[config.mk]
export PLATFORM = sky130hd
export DESIGN_NAME = bike_counter_dec_stop_ctrl
export DESIGN_NICKNAME = d
export VERILOG_FILES = /design/src/rtl/bike_counter_dec_stop_ctrl.sv
export SDC_FILE = /design/constraint.sdc
export NUM_CORES = 1
export LEC_CHECK = 0
export CORE_MARGIN = 5
export CORE_UTILIZATION = 39
export CTS_CLUSTER_SIZE = 14
export DETAILED_ROUTE_END_ITERATION = 8
export PLACE_DENSITY = 0.72
export REMOVE_ABC_BUFFERS = 1
export SLEW_MARGIN = 20
export SYNTH_ARGS = -nofsm -noshare
export SYNTH_HDL_FRONTEND = slang
export SYNTH_SLANG_ARGS = --single-unit
export TNS_END_PERCENT = 10
[constraint.sdc]
create_clock -name clk -period 2.05 [get_ports clk]
set_input_delay 0.3075 -clock clk [delete_from_list [all_inputs] [get_ports clk]]
set_output_delay 0.3075 -clock clk [all_outputs]
set_load 0.03 [all_outputs]
[src/rtl/bike_counter_dec_stop_ctrl.sv]
// bike_counter_dec_stop_ctrl
// Loadable down-counter that saturates at MIN_VALUE. A controller loads a
// budget, such as remaining decoder iterations, and then spends it in
// variable-sized steps. Exhaustion is reported by a one-cycle done pulse and
// by the at_min level flag.
//
// Ports:
//   clk          rising-edge clock
//   resetn       synchronous active-low reset
//   load         load request, wins over enable
//   load_value   value to load; raised to MIN_VALUE if it is below it
//   enable       decrement request, honoured only while counting
//   step         unsigned decrement amount
//   cnt_out      registered counter value
//   busy         registered, high while counting (above MIN_VALUE)
//   at_min       registered, high while cnt_out == MIN_VALUE
//   done         one-cycle pulse when the counter reaches MIN_VALUE
//   load_clamped one-cycle pulse when a load was raised to MIN_VALUE
module bike_counter_dec_stop_ctrl #(
  parameter int SIZE       = 5,
  parameter int MIN_VALUE  = 0,
  parameter int STEP_WIDTH = 3
) (
  input  logic                  clk,
  input  logic                  resetn,
  input  logic                  load,
  input  logic [SIZE-1:0]       load_value,
  input  logic                  enable,
  input  logic [STEP_WIDTH-1:0] step,
  output logic [SIZE-1:0]       cnt_out,
  output logic                  busy,
  output logic                  at_min,
  output logic                  done,
  output logic                  load_clamped
);

  // One extra bit above the wider operand holds the borrow of the subtraction.
  localparam int DW = ((SIZE > STEP_WIDTH) ? SIZE : STEP_WIDTH) + 1;
  localparam logic [SIZE-1:0] MIN_S  = SIZE'(MIN_VALUE);
  localparam logic [DW-1:0]   MIN_DW = DW'(MIN_VALUE);

  typedef enum logic [1:0] {
    IDLE,
    COUNT,
    HOLD
  } stateT;

  stateT           state_q, state_d;
  logic [SIZE-1:0] cnt_q, cnt_d;
  logic            busy_q;
  logic            at_min_q;
  logic            done_q, done_d;
  logic            clamp_q, clamp_d;

  logic [SIZE:0]   loadDiff;
  logic            loadBelowMin;
  logic [SIZE-1:0] loadVal;
  logic [DW-1:0]   decDiff;
  logic            decSat;

  // The "below minimum" test uses the borrow of a subtraction rather than a
  // relational compare, so it stays a plain expression when MIN_VALUE is 0.
  assign loadDiff     = {1'b0, load_value} - {1'b0, MIN_S};
  assign loadBelowMin = loadDiff[SIZE];
  assign loadVal      = loadBelowMin ? MIN_S : load_value;

  // Both operands are zero-extended, so the top bit of the result is set
  // exactly when the step is larger than the current count.
  assign decDiff = DW'(cnt_q) - DW'(step);
  assign decSat  = decDiff[DW-1] | (decDiff <= MIN_DW);

  // Next-state logic: a load always wins, and enable only matters in COUNT.
  // Landing on MIN_VALUE by either path moves to HOLD and raises done.
  always_comb begin
    state_d = state_q;
    cnt_d   = cnt_q;
    done_d  = 1'b0;
    clamp_d = 1'b0;
    if (load) begin
      cnt_d   = loadVal;
      clamp_d = loadBelowMin;
      if (loadVal == MIN_S) begin
        state_d = HOLD;
        done_d  = 1'b1;
      end else begin
        state_d = COUNT;
      end
    end else if (enable && (state_q == COUNT)) begin
      if (decSat) begin
        cnt_d   = MIN_S;
        state_d = HOLD;
        done_d  = 1'b1;
      end else begin
        cnt_d = decDiff[SIZE-1:0];
      end
    end
  end

  // All state and outputs are registered here. The level flags are derived
  // from the next-state values so they line up with cnt_out in the same cycle.
  always_ff @(posedge clk) begin
    if (!resetn) begin
      state_q  <= IDLE;
      cnt_q    <= MIN_S;
      busy_q   <= 1'b0;
      at_min_q <= 1'b1;
      done_q   <= 1'b0;
      clamp_q  <= 1'b0;
    end else begin
      state_q  <= state_d;
      cnt_q    <= cnt_d;
      busy_q   <= (state_d == COUNT);
      at_min_q <= (cnt_d == MIN_S);
      done_q   <= done_d;
      clamp_q  <= clamp_d;
    end
  end

  assign cnt_out      = cnt_q;
  assign busy         = busy_q;
  assign at_min       = at_min_q;
  assign done         = done_q;
  assign load_clamped = clamp_q;

endmodule

==> results_tabular.tex <==
\begin{tabular}{lr}
\hline
Metric & Value \\
\hline
\multicolumn{2}{l}{\textbf{Run status}} \\
Result of the run & complete, but fails checks \\
Violated checks & setup timing \\
\multicolumn{2}{l}{\textbf{Synth}} \\
Cell variety after synth & 37 \\
Synthesis-stage register bit count & 10 \\
Adder-cell area share of the yosys netlist & 0.0888 \\
Post-synthesis share of cell area spent on xor and xnor gates & 0.0135 \\
Number of warnings printed during yosys synthesis & 0 \\
Multiplexer area fraction after synthesis & 0 \\
Fraction of the mapped netlist area in simple logic gates & 0.228 \\
Mean cell area of the mapped netlist & 8.53 µm² \\
Portion of the post-synthesis area used by sequential elements & 0.309 \\
Dominant combinational cell family by area after synthesis & compound AO/OA/AOI/OAI gates \\
Share of the synthesized area in compound gates (AO/OA/AOI/OAI) & 0.280 \\
Post-synthesis cell count & 76 \\
Cell area after synthesis & 648 µm² \\
\multicolumn{2}{l}{\textbf{Run}} \\
Max Cap Viol & 0 \\
\multicolumn{2}{l}{\textbf{Critical path}} \\
CP startpoint kind & input port \\
Req. time, crit path & 2.20 ns \\
CP Cell Sequence & clkdlybuf4s50\_1 -> inv\_1 -> ha\_4 -> nor2b\_4 -> or4\_4 -> a41oi\_2 -> nor2\_2 -> o41ai\_2 -> o41ai\_1 \\
Arrival time worst endpoint & 2.38 ns \\
Critical Path Sink Type & register \\
Peak per-stage delay on the critical path & 0.46 ns \\
Type of the worst setup path & in2reg \\
Maximum fanout count along the critical path & 4 \\
Cell type of the slowest stage on the worst timing path & clkdlybuf4s50\_1 \\
Crit path buf inv count & 2 \\
Family with the most delay on the worst path & compound AO/OA/AOI/OAI gates \\
\multicolumn{2}{l}{\textbf{Clock tree}} \\
Clock-pin slew of the registers on the worst-case setup and hold paths & 0.07 ns \\
CTS tree & built \\
Number of buffers on the longest clock path & 2 \\
Cell chosen for the clock root & clkbuf\_4 \\
TritonCTS Buffers & 3 \\
Source-to-sink clock delay at the later pin of the worst-skew pair & 0.27 ns \\
Number of levels in the clock H-tree & 1 \\
Clock sinks & 10 \\
\multicolumn{2}{l}{\textbf{Floorplanning}} \\
Die Wd & 50.8 µm \\
Chip Height & 50.8 µm \\
Effective utilization at floorplan & 0.420 \\
Core Box Area & 0.00154 mm² \\
I/O Pins & 21 \\
Row Count & 14 \\
Overall die area & 0.00258 mm² \\
\multicolumn{2}{l}{\textbf{STA}} \\
Count of pins over their slew limit & 0 \\
Worst clock skew & 0.000309 ns \\
Sum of negative setup slack & -0.737 ns \\
Final number of hold-violating endpoints & 0 \\
Unrepaired setup endpoints after global routing & true \\
Fin crit period & 2.23 ns \\
Post-route fraction of the period consumed by the critical path & 1.09 \\
Peak clock frequency supported by timing & 448 MHz \\
Final critical-path setup slack & -0.183 ns \\
Total setup violations reported at the end of the flow & 8 \\
\multicolumn{2}{l}{\textbf{Cells and area}} \\
Nets & 132 \\
Layout cells sized above 1 & 0.374 \\
Filler Cells Inserted & 131 \\
Highest-count cells in the layout ignoring fill and taps & buf\_4, clkdlybuf4s50\_1, dfxtp\_1, inv\_1, nand2\_1 \\
Commonest non-fill, non-tap cell in the layout & buf\_4 \\
Synth-to-Final Area Change & 71.6\% \\
Number of diodes added for antenna fixing & 0 \\
Final instance area & 0.00111 mm² \\
\multicolumn{2}{l}{\textbf{Place}} \\
Cell area after placement & 956 µm² \\
Routability-driven placement congestion ratio & 0.792 \\
Detailed-placement wirelength estimate & 1390 µm \\
Count of input and output buffers & 19 \\
\multicolumn{2}{l}{\textbf{Routing}} \\
Routed via count & 737 \\
Number of design rule violations left after detail routing & 0 \\
Iter 0 DRT Violations & 18 \\
Iteration count of the initial detailed-routing pass & 4 \\
Drt wl/cell & 14.7 µm \\
Drt via density & 5.63 \\
Post-detailed-route count of antenna-violating nets & 0 \\
Aggregate routed wire length & 1930 µm \\
\multicolumn{2}{l}{\textbf{Power and ir drop}} \\
VDD IR max & 413 µV \\
Static leakage & 0.000473 µW \\
Power density normalized to cell area & 614 mW/mm² \\
\multicolumn{2}{l}{\textbf{GRT}} \\
Initial antenna violation count & 0 \\
Wire length of the first global-routing pass & 3200 µm \\
Maximum number of pins on one net before global-route repair & 9 \\
Overflow left after global routing & 0 \\
Number of global-route vias before repair & 713 \\
GRT Overall Usage & 0.161 \\
\multicolumn{2}{l}{\textbf{Min path}} \\
Path class of the lowest-slack min-delay path & reg2reg \\
\hline
\end{tabular}
==> layer usage <==
metal	track usage	share of wire	up-vias	routed length [µm]
met3	0.0237	0.052	4	100
met4	0.0766	0.014	0	27
met5	0	0	-	0
met1	0.190	0.43	350	831
met2	0.281	0.50	25	966
li1	-	-	358	-
==> registers in the layout (all words and copies together), names as in the netlist <==
register	cells
at_min	1
busy	1
cnt_out	5
done	1
state_q	2
==> path summary, 6_finish.rpt <==
kind                    from    endpoint  slack, ns  cells after the start
setup reg to reg  cnt_out[0]      at_min      -0.17                      9
hold reg to reg   state_q[1]  state_q[1]       0.49                      2
setup / recovery     step[2]      at_min      -0.18                      9
hold / removal    state_q[1]  state_q[1]       0.49                      2
==> stage by stage <==
stage	total power (µW)	setup WS, ns	hold WS [ns]	std cells	utilization
4_1_cts	673	-0.191	0.483	131	0.709
5_1_grt	722	-0.284	0.512	131	0.722
2_1_floorplan	333	-0.255	0.373	73	-
3_5_place_dp	444	-0.631	0.473	124	0.620
6_report	683	-0.183	0.487	131	0.722
3_3_place_gp	441	-0.636	0.467	124	0.620
==> area by class of cell <==
type                       instances  area [µm²]  share of cell area
clock buffer                       4        36.3              0.0326
inverter                           7        26.3              0.0236
multi-input combinational         56         498               0.448
sequential                        10         201               0.181
tap                               16        20.0              0.0180
timing repair buffer              38         330               0.297
==> Yosys cell counts <==
cell type / instances / area [µm²]
or4_1: 1 / 7.51
o31ai_1: 1 / 7.51
and3b_2: 1 / 10.0
a31oi_1: 1 / 6.26
fa_1: 1 / 20.0
o211a_1: 2 / 20.0
o22ai_1: 1 / 6.26
xnor2_1: 1 / 8.76
dfxtp_1: 10 / 200
o211ai_1: 2 / 15.0
ha_1: 3 / 37.5
o21ai_0: 3 / 15.0
or2_2: 1 / 6.26
nor2_1: 5 / 18.8
nor3b_1: 1 / 7.51
nor2_2: 1 / 6.26
o2bb2ai_1: 1 / 8.76
or4_4: 1 / 11.3
o31a_1: 2 / 17.5
a21o_2: 1 / 8.76
nand3_1: 3 / 15.0
nand2_1: 6 / 22.5
o21a_1: 2 / 15.0
and2_1: 2 / 12.5
buf_4: 1 / 7.51
a21oi_1: 2 / 10.0
conb_1: 1 / 3.75
nand3b_1: 1 / 7.51
inv_1: 7 / 26.3
a41oi_2: 1 / 16.3
nor3_1: 2 / 10.0
and3_1: 1 / 6.26
o41ai_1: 3 / 26.3
buf_6: 1 / 11.3
o311ai_0: 1 / 8.76
nor2b_1: 1 / 6.26
clkbuf_1: 1 / 3.75
==> worst reg2reg max path, delay by kind of cell (launching register included) <==
family | cells | cell delay (ns)
buf+inv | 1 | 0.05
compound gates | 3 | 0.62
simple gates | 3 | 0.37
fa+ha+maj | 2 | 0.75
flops | 1 | 0.33
==> kinds of logic after synthesis <==
| group | Yosys count |
|---|---|
| buf+inv | 10 |
| flops | 10 |
| simple gates | 27 |
| xor+xnor | 1 |
| other cells | 1 |
| compound gates | 23 |
| fa+ha+maj | 4 |
==> power breakdown <==
part	leakage (µW)	total [µW]	switching [µW]	internal, µW
sequential	0.0000831	218	10.3	208
clock	0.0000210	181	73.2	108
combinational	0.000369	284	132	152
==> repair_timing <==
| item | CTS | global route |
|---|---|---|
| setup endpoints to repair | 9 | 8 |
| pin swaps | 13 | 2 |
| hold buffers | 0 | 0 |
| resized for setup | 20 | 3 |
| setup buffers | 3 | 0 |
(Power assumes the default switching activity.)
